## src/rtl/axi_wr_engine.sv

```systemverilog
// Write engine that turns one cache write request (byte/half/word or a 16-byte line)
// into a single AXI3 write transaction: AW, then W beats, then B. One transaction at a time.
module axi_wr_engine (
    input  logic         clk,
    input  logic         resetn,
    // cache side
    input  logic         wr_req,
    input  logic [2:0]   wr_type,
    input  logic [31:0]  wr_addr,
    input  logic [3:0]   wr_wstrb,
    input  logic [127:0] wr_data,
    output logic         wr_rdy,
    // status for the read path
    output logic         wr_busy,
    output logic [31:0]  wr_busy_addr,
    // AW channel
    output logic [3:0]   awid,
    output logic [31:0]  awaddr,
    output logic [7:0]   awlen,
    output logic [2:0]   awsize,
    output logic [1:0]   awburst,
    output logic [1:0]   awlock,
    output logic [3:0]   awcache,
    output logic [2:0]   awprot,
    output logic         awvalid,
    input  logic         awready,
    // W channel
    output logic [3:0]   wid,
    output logic [31:0]  wdata,
    output logic [3:0]   wstrb,
    output logic         wlast,
    output logic         wvalid,
    input  logic         wready,
    // B channel
    input  logic [3:0]   bid,
    input  logic [1:0]   bresp,
    input  logic         bvalid,
    output logic         bready
);

    localparam logic [1:0] S_IDLE = 2'd0;
    localparam logic [1:0] S_ADDR = 2'd1;
    localparam logic [1:0] S_DATA = 2'd2;
    localparam logic [1:0] S_RESP = 2'd3;

    logic [1:0]   state_q, state_d;
    logic [1:0]   cnt_q, cnt_d;
    logic         run_q;
    logic [2:0]   type_q;
    logic [31:0]  addr_q;
    logic [3:0]   strb_q;
    logic [127:0] data_q;

    logic         is_line;
    logic         accept;
    logic         last_beat;
    logic [1:0]   len_lo;

    // The response ID and status carry no information for this engine.
    logic unused_b;
    assign unused_b = ^{bid, bresp};

    assign is_line   = type_q[2];
    assign len_lo    = is_line ? 2'd3 : 2'd0;
    assign last_beat = (cnt_q == len_lo);
    assign accept    = wr_req && wr_rdy;

    // run_q keeps wr_rdy low during reset and until the first edge after release.
    assign wr_rdy       = run_q && (state_q == S_IDLE);
    assign wr_busy      = (state_q != S_IDLE);
    assign wr_busy_addr = {addr_q[31:4], 4'b0000};

    assign awid    = 4'd1;
    assign awburst = 2'b01;
    assign awlock  = 2'b00;
    assign awcache = 4'd0;
    assign awprot  = 3'd0;
    assign awaddr  = is_line ? {addr_q[31:4], 4'b0000} : addr_q;
    assign awlen   = {6'd0, len_lo};
    assign awsize  = is_line ? 3'd2 : {1'b0, type_q[1:0]};
    assign awvalid = (state_q == S_ADDR);

    assign wid    = 4'd1;
    assign wdata  = data_q[{cnt_q, 5'b00000} +: 32];
    assign wstrb  = is_line ? 4'hf : strb_q;
    assign wlast  = (state_q == S_DATA) && last_beat;
    assign wvalid = (state_q == S_DATA);

    assign bready = (state_q == S_RESP);

    // NOTE: every variable assigned here gets a default first, so no path leaves it
    // unassigned and no latch is inferred.
    always_comb begin
        state_d = state_q;
        cnt_d   = cnt_q;
        case (state_q)
            S_IDLE: if (accept) state_d = S_ADDR;
            S_ADDR: if (awready) begin
                state_d = S_DATA;
                cnt_d   = 2'd0;
            end
            S_DATA: if (wready) begin
                cnt_d = cnt_q + 2'd1;
                if (last_beat) state_d = S_RESP;
            end
            S_RESP: if (bvalid) state_d = S_IDLE;
            default: state_d = S_IDLE;
        endcase
    end

    // NOTE: the 128-bit line buffer is reset too, because wr_busy_addr and the
    // AXI outputs decode directly from these registers and must read zero in reset.
    always_ff @(posedge clk or negedge resetn) begin
        if (!resetn) begin
            state_q <= S_IDLE;
            cnt_q   <= 2'd0;
            run_q   <= 1'b0;
            type_q  <= 3'd0;
            addr_q  <= 32'd0;
            strb_q  <= 4'd0;
            data_q  <= 128'd0;
        end else begin
            state_q <= state_d;
            cnt_q   <= cnt_d;
            run_q   <= 1'b1;
            if (accept) begin
                type_q <= wr_type;
                addr_q <= wr_addr;
                strb_q <= wr_wstrb;
                data_q <= wr_data;
            end
        end
    end

endmodule

```

## config.mk

```make
export PLATFORM = sky130hd
export DESIGN_NAME = axi_wr_engine
export DESIGN_NICKNAME = d
export VERILOG_FILES = /design/src/rtl/axi_wr_engine.sv
export SDC_FILE = /design/constraint.sdc
export NUM_CORES = 1
export LEC_CHECK = 0
export CAP_MARGIN = 20
export CORE_MARGIN = 2
export CORE_UTILIZATION = 48
export CTS_CLUSTER_DIAMETER = 50
export DETAILED_ROUTE_END_ITERATION = 10
export PLACE_DENSITY = 0.95
export SLEW_MARGIN = 20
export SYNTH_ARGS = -nofsm -noshare
export SYNTH_HDL_FRONTEND = slang
export SYNTH_SLANG_ARGS = --single-unit
```

## constraint.sdc

```tcl
create_clock -name clk -period 5.3 [get_ports clk]
set_clock_uncertainty 0.05 [all_clocks]
set_input_delay 1.59 -clock clk [delete_from_list [all_inputs] [get_ports clk]]
set_output_delay 1.59 -clock clk [all_outputs]
set_load 0.02 [all_outputs]
```

==> flow_metrics.tcl, run 1 <==
set metrics [dict create \
    timing.hold.worst.class "reg -> reg" \
    num_antenna_cells 0 \
    layout.cells.most_common_list "clkdlybuf4s50_1, dfrtp_1, mux2_2, mux4_2, conb_1" \
    worstSetupStartpointType "flop" \
    max-cap-violations 0 \
    post_synthesis_instance_area_sq_um 8160 \
    horizontal_extent_of_the_die_um 134.4 \
    final_cells 977 \
    synth.avg_cell_area_sq_um 15.46 \
    drtPass1Iterations 4 \
    track_usage_pct 19.83 \
    cts_resized 0 \
    maxSlewHeadroom_pct 32.91 \
    outcome "finished clean" \
    cts-buffers-inserted 17 \
    cellPowerDensity_nw_per_um2 606.3 \
    antenna_found_initial 0 \
    dr_total_vias 4915 \
    synth-seq-area-share_pct 52.74 \
    postRouteWirelength_um 17660 \
    global_route.usage.met1_pct 22.84 \
    top_usage_layer "met2" \
    grt_pass1_wl_um 27710 \
    fraction_of_layout_cells_with_a_size_suffix_above_1_pct 32.89 \
    drt_iter0_drc 109 \
    clkSinkCount 172 \
    yosys_warning_total 0 \
    maxSlewViolCount 0 \
    design.core.area_sq_um 16580 \
    tightest_slew_ns 1.006 \
    max-vdd-ir-drop_uv 395.5 \
    clkTransAtPathRegs_ns 0.07 \
    fp.dieArea_sq_um 18060 \
    final.min_clock_period_ns 4.529 \
    netlist_instances 528 \
    globalRouteMet2Util_pct 34.04 \
    timing.setup.tns_ns 0 \
    final_common_cell "clkdlybuf4s50_1" \
    tritoncts "built" \
    placed_instances 945 \
    detail_route.drc_violations 0 \
    timing.final.hold_violations 0 \
    clockRootBuffer "clkbuf_16" \
    number_of_synthesized_register_bits 172 \
    start_util_pct 49.21 \
    period_share_pct 85.45 \
    fp.dieH_um 134.4 \
    met3_usage_pct 8.352 \
    finalNetCount 928 \
    post_cts_buffers 0 \
    area.growth.synth_to_final_pct 35.54 \
    holdBufCountCts 0 \
    rows 47 \
    synth.distinct_cells 27 \
    worstSetupPathType "reg -> out" \
    grt_overflow_total 0 \
    grt_pass1_vias 5212 \
    clock_tree.htree_level_count 4 \
    wl_per_cell_um 18.07 \
    required_time_worst_endpoint_ns 3.66 \
    port_buffers 278 \
    worst-path-max-fanout 25 \
    clk_path_buf_depth 2 \
    fmax_mhz 220.8 \
    floorplan.io_pins 315 \
    vias_per_cell 5.031 \
    dp_hpwl_um 12940 \
    worstSkewPairLatency_ns 0.41 \
    setup_repair_after_global_routing_missed_its_margin "no" \
    fin_worst_hold_slack_ns 0.4515 \
    route.antenna.remaining_nets 0 \
    worstPathArrival_ns 2.89 \
    worst_setup_path_end_kind "output port" \
    leakagePower_nw 4.538 \
    grt_max_degree 91 \
    timing.final.setup_violations 0 \
    globalplace.congestion 0.7287 \
]
-- stage by stage --
stage                     worst slack [ns]  instance area (sq um)  power (mW)  utilization [%]
final                               0.7712                  11060       6.706            66.70
after global routing                0.5385                  11060       7.061            66.70
after CTS                           0.6563                  11060       6.786            66.70
after detailed placement             1.112                  10500       5.570            63.31
after global placement               1.138                  10500       5.432            63.31
after floorplan                      2.188                   8269       4.525                -
-- path summary, 6_finish.rpt --
check	start	to	slack (ns)	cells after the start
setup / recovery	cnt_q[0]	wdata[0]	0.77	3
hold / removal	strb_q[1]	strb_q[1]	0.45	1
setup reg to reg	state_q[0]	data_q[116]	2.96	5
hold reg to reg	strb_q[1]	strb_q[1]	0.45	1
max in group asynchronous	resetn	data_q[98]	2.95	2
min in group asynchronous	resetn	addr_q[4]	1.19	1
-- synth_stat cells, drive strengths merged --
library cell  number  area share, %
nand2b             3           0.23
nand3              2           0.12
buf              113             11
nor2b              5           0.38
and3               1          0.077
a22o               2           0.21
a31oi              1           0.26
dfrtp            172             53
ha                 5           0.77
mux4              32            8.8
conb               2          0.092
o32a               1           0.12
mux2             168             24
clkbuf             3           0.14
o21ai              2           0.12
and2               1          0.077
a21boi             1          0.092
inv                3           0.14
or3                1           0.14
mux2i              1           0.12
or2                5           0.38
o2111ai            1           0.18
nand2              3           0.14
-- metal layers --
metal | wire [um] | share of wire (%) | vias up
met5 | 0 | 0 | -
met4 | 333 | 1.9 | 0
met3 | 1533 | 8.7 | 21
met2 | 9212 | 52 | 202
met1 | 6578 | 37 | 2497
li1 | - | - | 2195
-- worst max-delay path: stages (launching register included) --
cell             delay (ns)
dfrtp_2                0.90
buf_4                  0.44
mux4_2                 0.54
clkdlybuf4s50_1        0.59
-- state kept, by name (all words and copies together), names as in the netlist --
name	count
data_q	128
run_q	1
state_q	2
type_q	3
strb_q	4
cnt_q	2
addr_q	32
-- report_power, final --
part | internal [mW] | total, mW | switching, mW
registers | 1.97 | 2.41 | 0.438
clock network | 0.656 | 1.19 | 0.538
logic | 1.82 | 3.10 | 1.28
total | 4.45 | 6.71 | 2.26
-- kinds of logic after synthesis --
logic type	after synthesis	share of synthesized area (%)
buffers and inverters	119	11.25
AO/OA/AOI/OAI	8	0.9967
flip-flops	172	52.74
AND/OR/NAND/NOR	21	1.549
adder cells (fa/ha/maj)	5	0.7666
multiplexers	201	32.60
other	2	0.09203
-- layout make-up --
cell class              instances  area [sq um]
clock buffers                  17         425.4
clock inverters                15         136.4
fillers                      1167          5523
inverters                       3         11.26
multi-input cells             266          3052
flip-flops and latches        172          4307
well taps                     220         275.3
repair buffers                284          2854
Power figures use the tool's default switching activity.
==> run 2: changes to the inputs <==
--- a/config.mk
+++ b/config.mk
@@ -5,12 +5,11 @@
 export SDC_FILE = /design/constraint.sdc
 export NUM_CORES = 1
 export LEC_CHECK = 0
-export CAP_MARGIN = 20
 export CORE_MARGIN = 2
 export CORE_UTILIZATION = 48
 export CTS_CLUSTER_DIAMETER = 50
 export DETAILED_ROUTE_END_ITERATION = 10
-export PLACE_DENSITY = 0.95
+export PLACE_DENSITY_LB_ADDON = 0.12
 export SLEW_MARGIN = 20
 export SYNTH_ARGS = -nofsm -noshare
 export SYNTH_HDL_FRONTEND = slang
==> run 2 against run 1 <==
Effect of this change: core utilization is 0.17 points higher; first-iteration DRC count is 79% higher; clock power is 5% higher; hold slack worse by 0.0029 ns; non-clock buffer count stayed put; die area stayed put; sequential power hardly changed; register-to-register slack worse by 0.19 ns; global-route usage hardly changed; via count hardly changed; cell count is 0.10% lower; critical path type unchanged; largest power group unchanged.
==> flow_metrics.tcl, run 2 (synthesis gave the netlist of run 1 again) <==
set metrics [dict create \
    maxSlewHeadroom_pct 33.05 \
    final.min_clock_period_ns 4.331 \
    port_buffers 278 \
    fin_worst_hold_slack_ns 0.4486 \
    clk_path_buf_depth 2 \
    leakagePower_nw 4.552 \
    period_share_pct 81.71 \
    required_time_worst_endpoint_ns 3.66 \
    worstSetupStartpointType "flop" \
    finalNetCount 928 \
    timing.hold.worst.class "reg -> reg" \
    clock_tree.htree_level_count 4 \
    fp.dieH_um 134.4 \
    highest_routed_layer "met4" \
    power.share.clock_pct 18.5 \
    timing.final.setup_violations 0 \
    drt_iter0_drc 195 \
    grt_overflow_total 0 \
    grt_pass1_vias 5340 \
    timing.setup.tns_ns 0 \
    floorplan.io_pins 315 \
    worstPathArrival_ns 2.69 \
    detail_route.drc_violations 0 \
    num_antenna_cells 0 \
    antenna_found_initial 0 \
    maxSlewViolCount 0 \
    fp.dieArea_sq_um 18060 \
    multi_input_area_sq_um 3052 \
    cellPowerDensity_nw_per_um2 608.8 \
    largest_register_ff_count 128 \
    fraction_of_layout_cells_with_a_size_suffix_above_1_pct 32.80 \
    post_cts_buffers 0 \
    area.sequential_sq_um 4309 \
    max-cap-violations 0 \
    route.antenna.remaining_nets 0 \
    rows 47 \
    layout_top_registers "data_q x128, addr_q x32, strb_q x4" \
    clkSinkCount 172 \
    internal_power_mw 4.531 \
    dp_slack_ns 1.047 \
    grt_pass1_wl_um 27740 \
    outcome "finished clean" \
    power.share.combinational_pct 45.9 \
    postRouteWirelength_um 17480 \
    largest_register "data_q" \
    tightest_slew_ns 1.004 \
    sw_power_mw 2.220 \
    fmax_mhz 230.9 \
    wl_per_cell_um 17.91 \
    track_usage_pct 19.87 \
    tritoncts "built" \
    setup_repair_after_global_routing_missed_its_margin "no" \
    route.met3.wl_um 1352 \
    dp_hpwl_um 12720 \
    cts_resized 0 \
    drtPass1Iterations 4 \
    worst_setup_path_end_kind "output port" \
    start_util_pct 49.21 \
    cts-buffers-inserted 17 \
    sum_of_met2_wire_segment_lengths_after_detailed_routing_um 9492 \
    worstSkewPairLatency_ns 0.41 \
    worstSetupPathType "reg -> out" \
    dr_total_vias 4912 \
    num-fill-cells 1201 \
    power.sequential.fraction_pct 35.6 \
    max-vdd-ir-drop_uv 298.1 \
    final_common_cell "clkdlybuf4s50_1" \
    clockRootBuffer "clkbuf_16" \
    area.growth.synth_to_final_pct 35.89 \
    vias_per_cell 5.033 \
    layout.cells.most_common_list "clkdlybuf4s50_1, dfrtp_1, mux2_2, mux4_2, conb_1" \
    design.core.area_sq_um 16580 \
    met1_length_um 6407 \
    holdBufCountCts 0 \
    timing.final.hold_violations 0 \
    clkTransAtPathRegs_ns 0.06 \
    fin_ws_ns 0.9691 \
    grt_max_degree 106 \
    globalplace.congestion 0.7383 \
    worst-path-max-fanout 32 \
    horizontal_extent_of_the_die_um 134.4 \
    power.switching_fraction_pct 32.89 \
]
-- run 2: cell types whose count changed in the layout (fill, tap and decap cells not counted), moves of 2 or more --
cell	delta
clkbuf_8	+3
clkinv_2	-4
clkinv_4	+3
inv_8	-2
-- run 2: critical path: stages, from the launching register on --
cell and delay, ns:
dfrtp_4 0.85, buf_4 0.32, mux4_2 0.51, clkdlybuf4s50_1 0.58
-- run 2: per-stage QoR --
| step | power, mW | utilization, % | instances | cell area (sq um) |
|---|---|---|---|---|
| after floorplan | 4.525 | - | 557 | 8269 |
| after global placement | 5.435 | 63.23 | 945 | 10490 |
| after detailed placement | 5.562 | 63.23 | 945 | 10490 |
| after CTS | 6.839 | 66.86 | 976 | 11090 |
| after global routing | 7.121 | 66.87 | 976 | 11090 |
| final | 6.752 | 66.87 | 976 | 11090 |
-- run 2: worst paths after layout --
path,startpoint,endpoint,slack (ns),cells past startpoint
max in group asynchronous,resetn,addr_q[2],2.93,2
min in group asynchronous,resetn,data_q[115],1.22,1
setup / recovery,cnt_q[0],wdata[15],0.97,3
hold reg to reg,addr_q[0],addr_q[0],0.45,1
hold / removal,addr_q[0],addr_q[0],0.45,1
setup reg to reg,state_q[0],addr_q[18],2.77,5
-- run 2: cell type report --
class,instances,area share (%)
Clock inverter,11,1.207
Sequential cell,172,38.86
Inverter,3,0.1015
Timing Repair Buffer,284,25.62
Tap cell,220,2.482
Multi-Input combinational cell,266,27.52
Clock buffer,20,4.209
-- run 2: metal layers --
metal  GRT usage, %  up-vias
met5              0        -
met4          6.257        0
met3          6.614       17
met2          35.69      173
met1          22.33     2527
li1               -     2195
-- run 2: power by group through the flow --
| stage | combinational [mW] | sequential [mW] | clock, mW |
|---|---|---|---|
| 2_1_floorplan | 2.30 | 2.22 | 0 |
| 3_3_place_gp | 3.06 | 2.38 | 0 |
| 3_5_place_dp | 3.12 | 2.44 | 0 |
| 4_1_cts | 3.14 | 2.42 | 1.28 |
| 5_1_grt | 3.28 | 2.50 | 1.34 |
| 6_report | 3.10 | 2.40 | 1.25 |
==> run 3: changes to the inputs <==
--- a/config.mk
+++ b/config.mk
@@ -6,7 +6,7 @@
 export NUM_CORES = 1
 export LEC_CHECK = 0
 export CORE_MARGIN = 2
-export CORE_UTILIZATION = 48
+export CORE_UTILIZATION = 40
 export CTS_CLUSTER_DIAMETER = 50
 export DETAILED_ROUTE_END_ITERATION = 10
 export PLACE_DENSITY_LB_ADDON = 0.12
==> constraint.sdc (replaced) <==
create_clock -name clk -period 3.5 [get_ports clk]
set_clock_uncertainty 0.05 [all_clocks]
set_input_delay 1.05 -clock clk [delete_from_list [all_inputs] [get_ports clk]]
set_output_delay 1.05 -clock clk [all_outputs]
set_load 0.02 [all_outputs]
==> run 3 against run 2 <==
Effect of this change: final area up 1.1%; hold slack better by 0.0032 ns; non-clock buffer count up 5; via count down 1.2%; global-route usage down 2.5 points; worst setup slack worse by 0.82 ns; sequential cell count unchanged; first-iteration DRC count down 22%; largest cell class unchanged; total power up 51%; clock power up 46%; wire length up 3.4%.
==> flow_metrics.tcl, run 3 (synthesis gave the netlist of run 1 again) <==
set metrics [dict create \
    dp_slack_ns 0.5580 \
    required_time_worst_endpoint_ns 2.40 \
    timing.hold.worst.class "reg -> reg" \
    antenna_found_initial 1 \
    timing.final.setup_violations 0 \
    clk_path_buf_depth 2 \
    final.min_clock_period_ns 3.352 \
    largest_register_ff_count 128 \
    finalNetCount 933 \
    grt_overflow_total 0 \
    final_common_cell "clkdlybuf4s50_1" \
    worstSetupStartpointType "flop" \
    route.antenna.remaining_nets 0 \
    design.core.area_sq_um 20100 \
    tritoncts "built" \
    drtPass1Iterations 4 \
    area.growth.synth_to_final_pct 37.44 \
    final_cells 1033 \
    detail_route.drc_violations 0 \
    port_buffers 278 \
    dr_total_vias 4854 \
    grt_pass1_wl_um 29150 \
    fmax_mhz 298.3 \
    outcome "finished clean" \
    maxSlewHeadroom_pct 63.38 \
    timing.setup.tns_ns 0 \
    grt_pass1_vias 5440 \
    timing.final.hold_violations 0 \
    layout.cells.most_common_list "clkdlybuf4s50_1, dfrtp_1, mux2_2, mux4_2, conb_1" \
    holdBufCountCts 0 \
    power.total_mw 10.17 \
    setup_repair_after_global_routing_missed_its_margin "no" \
    cts-buffers-inserted 17 \
    cts_resized 0 \
    post_cts_buffers 0 \
    worst-path-max-fanout 12 \
    worst_setup_path_end_kind "output port" \
    wl_per_cell_um 17.49 \
    placed_instances 1000 \
    max-cap-violations 0 \
    rows 52 \
    leakagePower_nw 4.572 \
    worstSetupPathType "reg -> out" \
    horizontal_extent_of_the_die_um 146.8 \
    floorplan.io_pins 315 \
    clockRootBuffer "clkbuf_16" \
    fp.dieH_um 146.8 \
    period_share_pct 95.77 \
    clkTransAtPathRegs_ns 0.06 \
    final_core_utilization_pct 55.79 \
    grt_max_degree 72 \
    globalplace.congestion 0.7775 \
    drt_iter0_drc 152 \
    clock_tree.htree_level_count 4 \
    worstSkewPairLatency_ns 0.42 \
    cellPowerDensity_nw_per_um2 906.5 \
    fraction_of_layout_cells_with_a_size_suffix_above_1_pct 33.20 \
    maxSlewViolCount 0 \
    max-vdd-ir-drop_uv 523.7 \
    fin_ws_ns 0.1479 \
    start_util_pct 40.59 \
    postRouteWirelength_um 18070 \
    tightest_slew_ns 0.5493 \
    track_usage_pct 17.40 \
    fp.dieArea_sq_um 21560 \
    clkSinkCount 172 \
    layout_top_registers "data_q x128, addr_q x32, strb_q x4" \
    dp_hpwl_um 13170 \
    worstPathArrival_ns 2.25 \
    largest_register "data_q" \
    vias_per_cell 4.699 \
]
run 3: cell types whose count changed in the layout (fill, tap and decap cells not counted), sizes merged:
cell / previous run / this run
inv: 6 / 9
clkinv: 5 / 4
diode: 0 / 1
clkinvlp: 1 / 3
clkbuf: 20 / 18
bufinv: 2 / 1
buf: 7 / 12
run 3: path summary, 6_finish.rpt:
kind,from,cells past startpoint,endpoint,slack (ns)
worst max-delay path,cnt_q[1],3,wlast,0.15
worst min-delay path,data_q[15],1,data_q[15],0.45
worst max register to register,state_q[0],5,data_q[113],1.41
worst min register to register,data_q[15],1,data_q[15],0.45
max in group asynchronous,resetn,2,data_q[42],2.11
min in group asynchronous,resetn,1,data_q[115],0.52
run 3: final cells by class:
class	instances	area [sq um]
inverter	3	11.26
timing repair buffer	289	2942
sequential	172	4307
clock buffer	18	429.2
antenna	1	2.502
fill	1644	8889
clock inverter	14	135.1
tap	270	337.8
multi-input combinational	266	3052
run 3: layer usage:
layer	GRT usage [%]	part of all wire, %
met1	20.18	39
met2	29.98	52
met3	6.211	7.7
met4	6.019	1.7
met5	0	0
run 3: stage by stage:
stage	hold slack [ns]	area [sq um]
4_1_cts	0.4543	11210
5_1_grt	0.4678	11220
2_1_floorplan	0.4220	8269
3_3_place_gp	0.4324	10650
3_5_place_dp	0.4386	10650
6_report	0.4518	11220
run 3: power by group:
part	total, mW	internal, mW	switching (mW)
logic	4.81	2.79	2.02
clock network	1.82	0.995	0.825
registers	3.54	2.98	0.550
total	10.2	6.77	3.40
run 3: worst max-delay path, cell delays in order (launching register included):
cell and delay, ns:
dfrtp_2 0.55, or3_4 0.44, a21boi_0 0.18, clkdlybuf4s50_1 0.66
